File: src/rtl/ram_arbiter.sv
// Two-requester arbiter time-sharing one synchronous RAM (registered 1-cycle read).
// Burst-limited round-robin ownership between fetch side (A) and load/store side (B).
module ram_arbiter #(
  parameter int WORD_WIDTH = 16,
  parameter int ADDR_WIDTH = 8,
  parameter int MAX_BURST  = 4,
  localparam int CNT_W     = $clog2(MAX_BURST + 1)
) (
  input  logic                  gclk,
  input  logic                  nreset,
  // Handshake: a transfer happens on a rising edge where req && ack; while
  // req && !ack the requester holds we/addr/wdata stable. Ack depends only on
  // req and registered state, and at most one ack is high per cycle.
  input  logic                  a_req,
  input  logic                  a_we,
  input  logic [ADDR_WIDTH-1:0] a_addr,
  input  logic [WORD_WIDTH-1:0] a_wdata,
  output logic                  a_ack,
  output logic                  a_rvalid,
  output logic [WORD_WIDTH-1:0] a_rdata,
  input  logic                  b_req,
  input  logic                  b_we,
  input  logic [ADDR_WIDTH-1:0] b_addr,
  input  logic [WORD_WIDTH-1:0] b_wdata,
  output logic                  b_ack,
  output logic                  b_rvalid,
  output logic [WORD_WIDTH-1:0] b_rdata,
  output logic [ADDR_WIDTH-1:0] ram_ReadAddr,
  output logic [ADDR_WIDTH-1:0] ram_WriteAddr,
  output logic [WORD_WIDTH-1:0] ram_WriteData,
  output logic                  ram_WriteEnable,
  input  logic [WORD_WIDTH-1:0] ram_ReadData,
  output logic [1:0]            dbg_owner,
  output logic                  dbg_last,
  output logic [CNT_W-1:0]      dbg_burst_cnt
);

  typedef enum logic [1:0] {IDLE = 2'd0, OWN_A = 2'd1, OWN_B = 2'd2} owner_t;
  typedef enum logic {SIDE_A = 1'b0, SIDE_B = 1'b1} side_t;

  localparam logic [CNT_W-1:0] MAX_C = CNT_W'(MAX_BURST);
  localparam logic [CNT_W-1:0] ONE_C = CNT_W'(1);

  owner_t            owner, owner_d;
  side_t             last, last_d;
  logic [CNT_W-1:0]  cnt, cnt_d;
  logic              grant_a, grant_b;

  always_ff @(posedge gclk or negedge nreset) begin
    if (!nreset) begin
      owner    <= IDLE;
      last     <= SIDE_B;
      cnt      <= '0;
      a_rvalid <= 1'b0;
      b_rvalid <= 1'b0;
    end else begin
      owner    <= owner_d;
      last     <= last_d;
      cnt      <= cnt_d;
      a_rvalid <= a_ack && !a_we;
      b_rvalid <= b_ack && !b_we;
    end
  end

  always_comb begin
    grant_a = 1'b0;
    grant_b = 1'b0;
    owner_d = owner;
    last_d  = last;
    cnt_d   = cnt;
    unique case (owner)
      IDLE: begin
        // Tie goes to the side that was not served last.
        if (a_req && (!b_req || last == SIDE_B)) begin
          grant_a = 1'b1;
          owner_d = OWN_A;
          cnt_d   = ONE_C;
        end else if (b_req) begin
          grant_b = 1'b1;
          owner_d = OWN_B;
          cnt_d   = ONE_C;
        end
      end
      OWN_A: begin
        if (a_req && (!b_req || cnt < MAX_C)) begin
          grant_a = 1'b1;
          if (cnt < MAX_C) cnt_d = cnt + ONE_C;
        end else if (b_req) begin
          grant_b = 1'b1;
          owner_d = OWN_B;
          cnt_d   = ONE_C;
          last_d  = SIDE_A;
        end else begin
          owner_d = IDLE;
          cnt_d   = '0;
          last_d  = SIDE_A;
        end
      end
      OWN_B: begin
        if (b_req && (!a_req || cnt < MAX_C)) begin
          grant_b = 1'b1;
          if (cnt < MAX_C) cnt_d = cnt + ONE_C;
        end else if (a_req) begin
          grant_a = 1'b1;
          owner_d = OWN_A;
          cnt_d   = ONE_C;
          last_d  = SIDE_B;
        end else begin
          owner_d = IDLE;
          cnt_d   = '0;
          last_d  = SIDE_B;
        end
      end
      default: owner_d = IDLE;
    endcase
  end

  // Gating with nreset keeps acks and writes quiet while reset is held.
  assign a_ack = grant_a && nreset;
  assign b_ack = grant_b && nreset;

  assign ram_ReadAddr    = b_ack ? b_addr : a_addr;
  assign ram_WriteAddr   = b_ack ? b_addr : a_addr;
  assign ram_WriteData   = b_ack ? b_wdata : a_wdata;
  assign ram_WriteEnable = (a_ack && a_we) || (b_ack && b_we);

  assign a_rdata = ram_ReadData;
  assign b_rdata = ram_ReadData;

  assign dbg_owner     = owner;
  assign dbg_last      = last;
  assign dbg_burst_cnt = cnt;

endmodule

File: config.mk
export PLATFORM = sky130hd
export DESIGN_NAME = ram_arbiter
export DESIGN_NICKNAME = d
export VERILOG_FILES = /design/src/rtl/ram_arbiter.sv
export SDC_FILE = /design/constraint.sdc
export NUM_CORES = 1
export LEC_CHECK = 0
export ABC_AREA = 1
export CORE_MARGIN = 10
export CORE_UTILIZATION = 32
export CTS_CLUSTER_DIAMETER = 120
export DETAILED_ROUTE_END_ITERATION = 8
export GPL_ROUTABILITY_DRIVEN = 0
export PLACE_DENSITY = 0.88
export SYNTH_ARGS = -nofsm -noshare
export SYNTH_HDL_FRONTEND = slang
export SYNTH_SLANG_ARGS = --single-unit
export TNS_END_PERCENT = 1
File: constraint.sdc
create_clock -name gclk -period 2.88 [get_ports gclk]
set_clock_uncertainty 0.05 [all_clocks]
set_input_delay 0.576 -clock gclk [delete_from_list [all_inputs] [get_ports gclk]]
set_output_delay 0.576 -clock gclk [all_outputs]
set_load 0.03 [all_outputs]
Yosys cells after proc, flatten, opt, wreduce, memory -nomap -nowiden --
Index checks and enable logic that the tools add are counted. Widths: inputs -> output; s select.
Word-level totals: output and inout port bits 75, bits in registers 8, logic and storage cells 65, input port bits 70
Operators by class: equal/unequal tests 5, mux-type cells 30, $add $sub $neg 1, $lt $le $gt $ge 1, reductions and logical operators 23
Operators with widths (count):
- $mux 16 | 1
- $mux 3 | 5
- $mux 1 | 13
- $mux 2 | 5
- $logic_and 1x1->1 | 9
- $pmux 3 s3 | 1
- $mux 8 | 1
- $pmux 1 s3 | 2
- $pmux 2 s3 | 1
- $reduce_and 3->1 | 2
- $logic_not 1->1 | 4
- $logic_or 1x1->1 | 4
- $ne 2x2->1 const B | 2
- $add 3x1->3 const B | 1
- $lt 3x3->1 const B | 1
- $ne 3x3->1 const B | 1
- $reduce_bool 3->1 | 1
- $eq 2x1->1 const B | 1
- $eq 2x2->1 const B | 1
- $logic_not 2->1 | 1
- $pmux 1 s2 | 1
- $reduce_and 2->1 | 1
- $reduce_bool 2->1 | 1

Depth between registers and ports, before layout --
Gate-level depths: netlist of the first run.
word-level depth 8, gate-level depth with buffers 11, depth with buffers taken out 9

Worst setup path after synthesis of the first run --
Ideal clock, no wire load.
kind reg2out, from register owner[1], in the netlist dbg_owner[1], to output port ram_WriteAddr[4], path buffers 2, arrival time 1941 ps, cell stages (with the launch flop) 12, data required time 2254 ps, slack 313 ps, cell sequence dfrtp_1 -> inv_1 -> ha_1 -> nand2_1 -> inv_1 -> nand2_2 -> nand3_4 -> nand2_8 -> buf_12 -> nand2_1 -> nand2_1 -> buf_4
On the way: longest elaborated chain between the ends 4, elaborated cells between the ends (all ways) 6, those cells by class eq/ne: 2; mux: 2; reduce/logical: 2
Ends and longest elaborated chain:
- start: declaration | line 44 | owner_t owner, owner_d;
- start signal: assignment | line 57 | owner <= owner_d;
- $eq 2x2->1 (tied with other cells) | line 71 | unique case (owner)
- $pmux 1 s3 * | line 71
- $logic_and 1x1->1 * | line 120 | assign b_ack = grant_b && nreset;
- $mux 8 *
- end: declaration | line 29 | output logic [ADDR_WIDTH-1:0] ram_WriteAddr,
Mark *: on every way between the ends. The rest lies on a longest branch, timed or not.

Final worst setup path of the first run --
from input port b_req, to output port ram_WriteData[9]
On the way: longest elaborated chain between the ends 7, elaborated cells between the ends (all ways) 13, those cells by class mux: 6; reduce/logical: 7
Ends and longest elaborated chain:
- start: declaration | line 21 | input logic b_req,
- $logic_not 1->1 | line 74, 85
- $logic_or 1x1->1 (on tied branches) | line 85, 74
- $logic_and 1x1->1 (on tied branches) | line 85, 74
- $mux 1 (on tied branches) | line 85, 74
- $pmux 1 s3 * | line 71
- $logic_and 1x1->1 * | line 120
- $mux 16 * | line 124 | assign ram_WriteData = b_ack ? b_wdata : a_wdata;
- end: declaration | line 30 | output logic [WORD_WIDTH-1:0] ram_WriteData,
Marks and branches as above.

==> impl_results.md, run 1 <==
* Logic pwr share at 79.3%
* Fin. max-slew vios at 0
* CORE AREA at 0.00432 mm^2
* Worst Setup EP: ram_WriteData[9]
* Startpoint Class: primary input
* Worst-path clk slew at 0.04 ns
* Met2 GRT Util at 20.7%
* RSZ-0062 raised after global routing: no
* Die height at 86.7 um
* Crit end category: output port
* Switching power at 0.894 mW
* Htree depth at 1
* Synthesized flop and latch total at 8
* Number of buffers created by CTS at 3
* Placed cell count at 326
* Commonest cells in the netlist: nand2_1 (65), buf_4 (41), nand3_1 (31)
* Hold Path Stages at 2
* Pre-Repair DR Iteration Count at 4
* First-pass GRT wire length at 7370 um
* Clk sinks at 8
* Detailed-route vias per instance at 4.50
* Die area at 0.00752 mm^2
* Setup-failing EPs final at 0
* Unique masters post-synth at 23
* Fin Setup TNS at 0 ns
* GRT busiest layer: met2
* Status: finished, final reports clean
* Post-synth EDFFs at 0
* Most common cell in the synthesized netlist: nand2_1
* Met3 Resource Use GR at 5.44%
* R2R cell count at 8
* Slack of the worst reg-to-reg path at 1.35 ns
* HPWL Detailed at 4110 um
* Vias at 1485
* Seq pwr share at 12.5%
* Initial Util at 32.9%
* Fmax achieved at 0.367 GHz
* Largest net degree at the start of global routing at 27
* RR Endpoint: b_rvalid$_DFF_PN0_
* Crit Path Max Fanout at 16
* DR DRC count at 0
* Die Span X at 86.7 um
* Iter 0 DRT Violations at 34
* FF-to-FF Start: dbg_owner[1]$_DFFE_PN0P_
* Post-detailed-route count of antenna-violating nets at 0
* CTS tree: done
* Share of synthesized registers carrying an async set or reset at 100%
* Port bufs at 96
* Clk_lat worst skew at 0.22 ns
* Layout Nets at 355
* Routed WL per cell at 14.5 um
* Clk buf depth at 2
* Max-slew headroom at 76.4%
* Final Hold Viols at 0
* Max_cap viols at 0
* Layout area overhead at 46.8%
* Hold Path Class: register to register
* Fin crit period at 2.73 ns
* Synth Area per Inst at 6.47 um^2
* Global route total overflow at 0
* Setup WS post-layout at 0.153 ns
* Synthesis Warnings at 0
* Register area share after synthesis at 14.1%
* CP Class: primary input to output port
* Slew @ Worst Pin at 0.353 ns
* Final std cell area, no fill at 0.00209 mm^2
* Post-synth top flop: dfrtp_1
* Ratio of cells with drive above 1 in the final layout at 26.3%
* Mapped Cells at 220
* Synthesized Nets at 296
* Drt total wl at 4780 um
* Antenna cell count at 0
* Initial antenna violation count at 0
* Clk pwr share at 8.2%
* Met1 track demand over resource at 13.1%
* GRT Overall Usage at 11.8%
* Critical Path Source: b_req
* Pre-CTS WS at 0.117 ns
* Finished Core Util at 48.4%
* Post-Layout Cell Count at 330
* Required @ worst endpoint at 2.25 ns
* Switching share of power at 54.5%
* Max IR drop VDD at 326 uV
* Post-synth top area cell: buf_4
* CTS root buffer: clkbuf_8
* Synth top area share at 21.6%
* Post-synthesis cell area at 0.00142 mm^2
* FP Rows at 24
* Dpl cell area at 0.00204 mm^2
* Number of setup buffers added after CTS at 0
* Internal at 0.746 mW
* WP data arrival at 2.10 ns
* Period utilization at 94.7%
* Vias in the first global route at 1425
* Leak Pwr at 1.11 nW
* Synth top area cells: buf_4 (22%), nand2_1 (17%), dfrtp_1 (12%)
* Power per cell area at 784 mW/mm^2
* I/O Pins at 145
flip-flops by register name (all words and copies together), names as in the netlist:
signal,count
dbg_burst_cnt,3
dbg_owner,2
a_rvalid,1
b_rvalid,1
dbg_last,1
power groups by stage:
stage | Sequential, mW | Clock, mW | Combinational, mW
3_3_place_gp | 0.202 | 0 | 1.30
4_1_cts | 0.206 | 0.137 | 1.32
2_1_floorplan | 0.264 | 0 | 0.918
3_5_place_dp | 0.206 | 0 | 1.31
5_1_grt | 0.213 | 0.148 | 1.41
6_report | 0.205 | 0.134 | 1.30
routing by layer:
metal	share of wire (%)	vias to the layer above
met4	0.46	0
li1	-	755
met3	11	7
met1	39	660
met2	49	63
met5	0	-
cell families (layout without fill, tap and decap cells):
group / Yosys count / in the layout / synth area share (%)
fa+ha+maj: 6 / 6 / 5.27
simple gates: 129 / 129 / 44.6
buf+inv: 70 / 128 / 33.1
compound gates: 7 / 7 / 2.90
flops: 8 / 8 / 14.1
worst min-delay path by stage:
stage | startpoint | end | slack, ns
4_1_cts | dbg_last$_DFFE_PN1P_ | dbg_last$_DFFE_PN1P_ | 0.50
3_5_place_dp | dbg_last$_DFFE_PN1P_ | dbg_last$_DFFE_PN1P_ | 0.49
2_1_floorplan | nreset | a_rvalid$_DFF_PN0_ | 0.23
3_3_place_gp | dbg_last$_DFFE_PN1P_ | dbg_last$_DFFE_PN1P_ | 0.47
5_1_grt | dbg_last$_DFFE_PN1P_ | dbg_last$_DFFE_PN1P_ | 0.54
6_report | dbg_last$_DFFE_PN1P_ | dbg_last$_DFFE_PN1P_ | 0.50
area by class of cell:
class,count,area [um^2]
fillers,420,2230
repair buffers,102,946
multi-input cells,142,751
flip-flops and latches,8,201
inverters,22,82.6
well taps,52,65.1
clock buffers,4,45.0
stage by stage:
stage	hold slack (ns)	total power, mW
6_report	0.501	1.64
5_1_grt	0.541	1.77
4_1_cts	0.498	1.66
3_5_place_dp	0.492	1.52
3_3_place_gp	0.470	1.50
2_1_floorplan	0.230	1.18
critical path: stages:
cell,delay (ns)
clkdlybuf4s50_1,0.58
nand2_1,0.11
inv_1,0.08
nand2_2,0.06
nand3_4,0.11
buf_4,0.22
nand3_1,0.11
nand2_2,0.08
buf_4,0.16
cell usage in the layout, fill, tap and decap left out:
| cell | n |
|---|---|
| nand3_4 | 1 |
| buf_4 | 39 |
| ha_1 | 6 |
| nand2_2 | 21 |
| nand2_8 | 1 |
| o21ai_0 | 4 |
| clkbuf_8 | 3 |
| o21bai_1 | 1 |
| nand3_1 | 31 |
| dfrtp_1 | 7 |
| buf_12 | 2 |
| dlymetal6s2s_1 | 1 |
| dfstp_2 | 1 |
| nor2_2 | 1 |
| nand2_1 | 65 |
| nor2_8 | 1 |
| nor2_1 | 6 |
| inv_1 | 21 |
| nand3b_1 | 1 |
| clkdlybuf4s50_1 | 60 |
| a21oi_2 | 1 |
| inv_2 | 1 |
| clkbuf_1 | 1 |
| a21oi_1 | 1 |
| nand3_2 | 1 |
what timing repair did:
item / in CTS / in global routing
endpoints found under the setup margin: 0 / 1
resized for setup: 0 / 1
hold buffers: 0 / 0
Note: power is estimated with default switching activity, not from simulation.
==> run 2: changes to the inputs <==
--- a/config.mk
+++ b/config.mk
@@ -12,6 +12,7 @@
 export DETAILED_ROUTE_END_ITERATION = 8
 export GPL_ROUTABILITY_DRIVEN = 0
 export PLACE_DENSITY = 0.88
+export SETUP_SLACK_MARGIN = 0.5
 export SYNTH_ARGS = -nofsm -noshare
 export SYNTH_HDL_FRONTEND = slang
 export SYNTH_SLANG_ARGS = --single-unit
==> impl_results.md, run 2 (synthesized netlist as in run 1, its figures left out) <==
* Setup WS post-layout at 0.458 ns (+0.304 ns)
* Crit. path cell count at 10 (+1)
* Power per cell area at 834 mW/mm^2 (+6.4%)
* Max_cap viols at 0 (unchanged)
* I/O Pins at 145 (unchanged)
* Status: finished, final reports clean
* Clk sinks at 8 (unchanged)
* Htree depth at 1 (unchanged)
* CORE AREA at 0.00432 mm^2 (unchanged)
* CP top delay family: flip-flops
* Antenna cell count at 0 (unchanged)
* Fin Setup TNS at 0 ns (unchanged)
* Largest net degree at the start of global routing at 14 (-48%)
* Hold Path Class: primary input to asynchronous set/reset pin
* Worst path max stage delay at 0.48 ns (-0.10 ns)
* CP Class: register to output port
* Slowest CP cell: dfrtp_2
* HPWL Detailed at 4170 um (+1.4%)
* Fin. max-slew vios at 0 (unchanged)
* Required @ worst endpoint at 2.25 ns (about the same)
* Startpoint Class: register
* Period utilization at 84.1% (-11 points)
* Port bufs at 96 (unchanged)
* Max IR drop VDD at 481 uV (+48%)
* Global route total overflow at 0 (unchanged)
* GRT Overall Usage at 14.0% (+2.2 points)
* Final std cell area, no fill at 0.00262 mm^2 (+25%)
* WP data arrival at 1.80 ns (-0.30 ns)
* Clk buf depth at 2 (unchanged)
* R2R cell count at 9 (+1)
* Die Span X at 86.7 um (unchanged)
* RSZ-0062 raised after global routing: yes
* Vias in the first global route at 1653 (+16%)
* Max reg flops at 3 (unchanged)
* Die area at 0.00752 mm^2 (unchanged)
* CP bufs+invs at 4 (unchanged)
* Worst-path clk slew at 0.05 ns (about the same)
* Initial Util at 32.9% (unchanged)
* Total Power at 2.19 mW (+33%)
* Number of buffers created by CTS at 3 (unchanged)
* Crit Path Max Fanout at 13 (-3)
* Commonest cells after routing, fill and taps aside: clkdlybuf4s50_1 (58), nand2_1 (53), buf_6 (35)
* Routed WL per cell at 17.2 um (+19%)
* Post-detailed-route count of antenna-violating nets at 0 (unchanged)
* CTS tree: done
* Die height at 86.7 um (unchanged)
* Max-slew headroom at 75.9% (-0.47 points)
* Top cell by count, worst path: nand2_2
* CTS Hold Buffers Added at 0 (unchanged)
* Crit end category: output port
* Detailed-route vias per instance at 4.70 (+4.5%)
* Critical path, cell by cell: ha_4 -> nand2_2 -> inv_1 -> nand2_2 -> nand3_4 -> buf_6 -> buf_12 -> nand3_2 -> nand2_2 -> buf_6
* Final Hold Viols at 0 (unchanged)
* Fmax achieved at 0.413 GHz (+13%)
* First-pass GRT wire length at 8450 um (+15%)
* DR DRC count at 0 (unchanged)
* Commonest non-fill, non-tap cell in the layout: clkdlybuf4s50_1
* Ratio of cells with drive above 1 in the final layout at 43.0% (+17 points)
* CTS root buffer: clkbuf_8
* Pre-CTS WS at 0.0662 ns (-0.0510 ns)
* Layout area overhead at 84.0%
* Clk_lat worst skew at 0.24 ns (+0.02 ns)
* Leak Pwr at 1.28 nW (+15%)
* Iter 0 DRT Violations at 44 (+29%)
* Slew @ Worst Pin at 0.360 ns (+0.00709 ns)
* Pre-Repair DR Iteration Count at 4 (unchanged)
* Finished Core Util at 60.6% (+12 points)
* Drt total wl at 6010 um (+26%)
* Initial antenna violation count at 0 (unchanged)
* Layout Nets at 375 (+5.6%)
* Dpl cell area at 0.00204 mm^2 (-0.25%)
* Setup-failing EPs final at 0 (unchanged)
* FP Rows at 24 (unchanged)
* Vias at 1646 (+11%)
* Fin crit period at 2.42 ns (-0.304 ns)
[run 2: cell types whose count changed in the layout (fill, tap and decap cells not counted), sizes merged]
cell	previous run	this run
clkdlybuf4s50	60	58
buf	41	59
dlygate4sd2	0	1
dlymetal6s2s	1	0
clkdlybuf4s15	0	1
nand2	87	90
[run 2: metrics by stage]
stage	hold slack, ns	std cells
final	0.360	350
after global routing	0.387	350
after CTS	0.368	342
after detailed placement	0.477	323
after global placement	0.454	323
after floorplan	0.230	220
[run 2: layout make-up]
| type | count | area (um^2) |
|---|---|---|
| Clock buffer | 4 | 45.0 |
| Fill cell | 358 | 1700 |
| Inverter | 22 | 87.6 |
| Multi-Input combinational cell | 145 | 948 |
| Sequential cell | 8 | 204 |
| Tap cell | 52 | 65.1 |
| Timing Repair Buffer | 119 | 1270 |
[run 2: where the power goes]
part | internal [mW] | leakage, nW | total, mW | switching (mW)
sequential | 0.158 | 0.0986 | 0.210 | 0.0520
combinational | 0.820 | 1.16 | 1.83 | 1.01
clock | 0.0967 | 0.0228 | 0.149 | 0.0527
[run 2: what timing repair did]
item | in CTS | in global routing
gates cloned | 4 | 1
resized for setup | 54 | 33
pin swaps | 8 | 16
setup endpoints to repair | 35 | 33
setup buffers | 11 | 7
[run 2: per-layer routing]
layer,vias up,track usage [%],part of all wire (%)
li1,798,-,-
met1,756,13.5,36
met2,81,25.8,53
met3,11,5.63,9.8
met4,0,5.30,1.5
met5,-,0,0
[run 2: final timing paths]
check,start,endpoint,slack (ns)
max in group asynchronous,nreset,dbg_last$_DFFE_PN1P_,2.20
hold reg to reg,dbg_last$_DFFE_PN1P_,dbg_last$_DFFE_PN1P_,0.48
min in group gclk,dbg_last$_DFFE_PN1P_,dbg_last$_DFFE_PN1P_,0.48
hold / removal,nreset,dbg_owner[1]$_DFFE_PN0P_,0.36
setup reg to reg,dbg_owner[0]$_DFFE_PN0P_,b_rvalid$_DFF_PN0_,1.31
setup / recovery,dbg_owner[0]$_DFFE_PN0P_,ram_WriteAddr[3],0.46
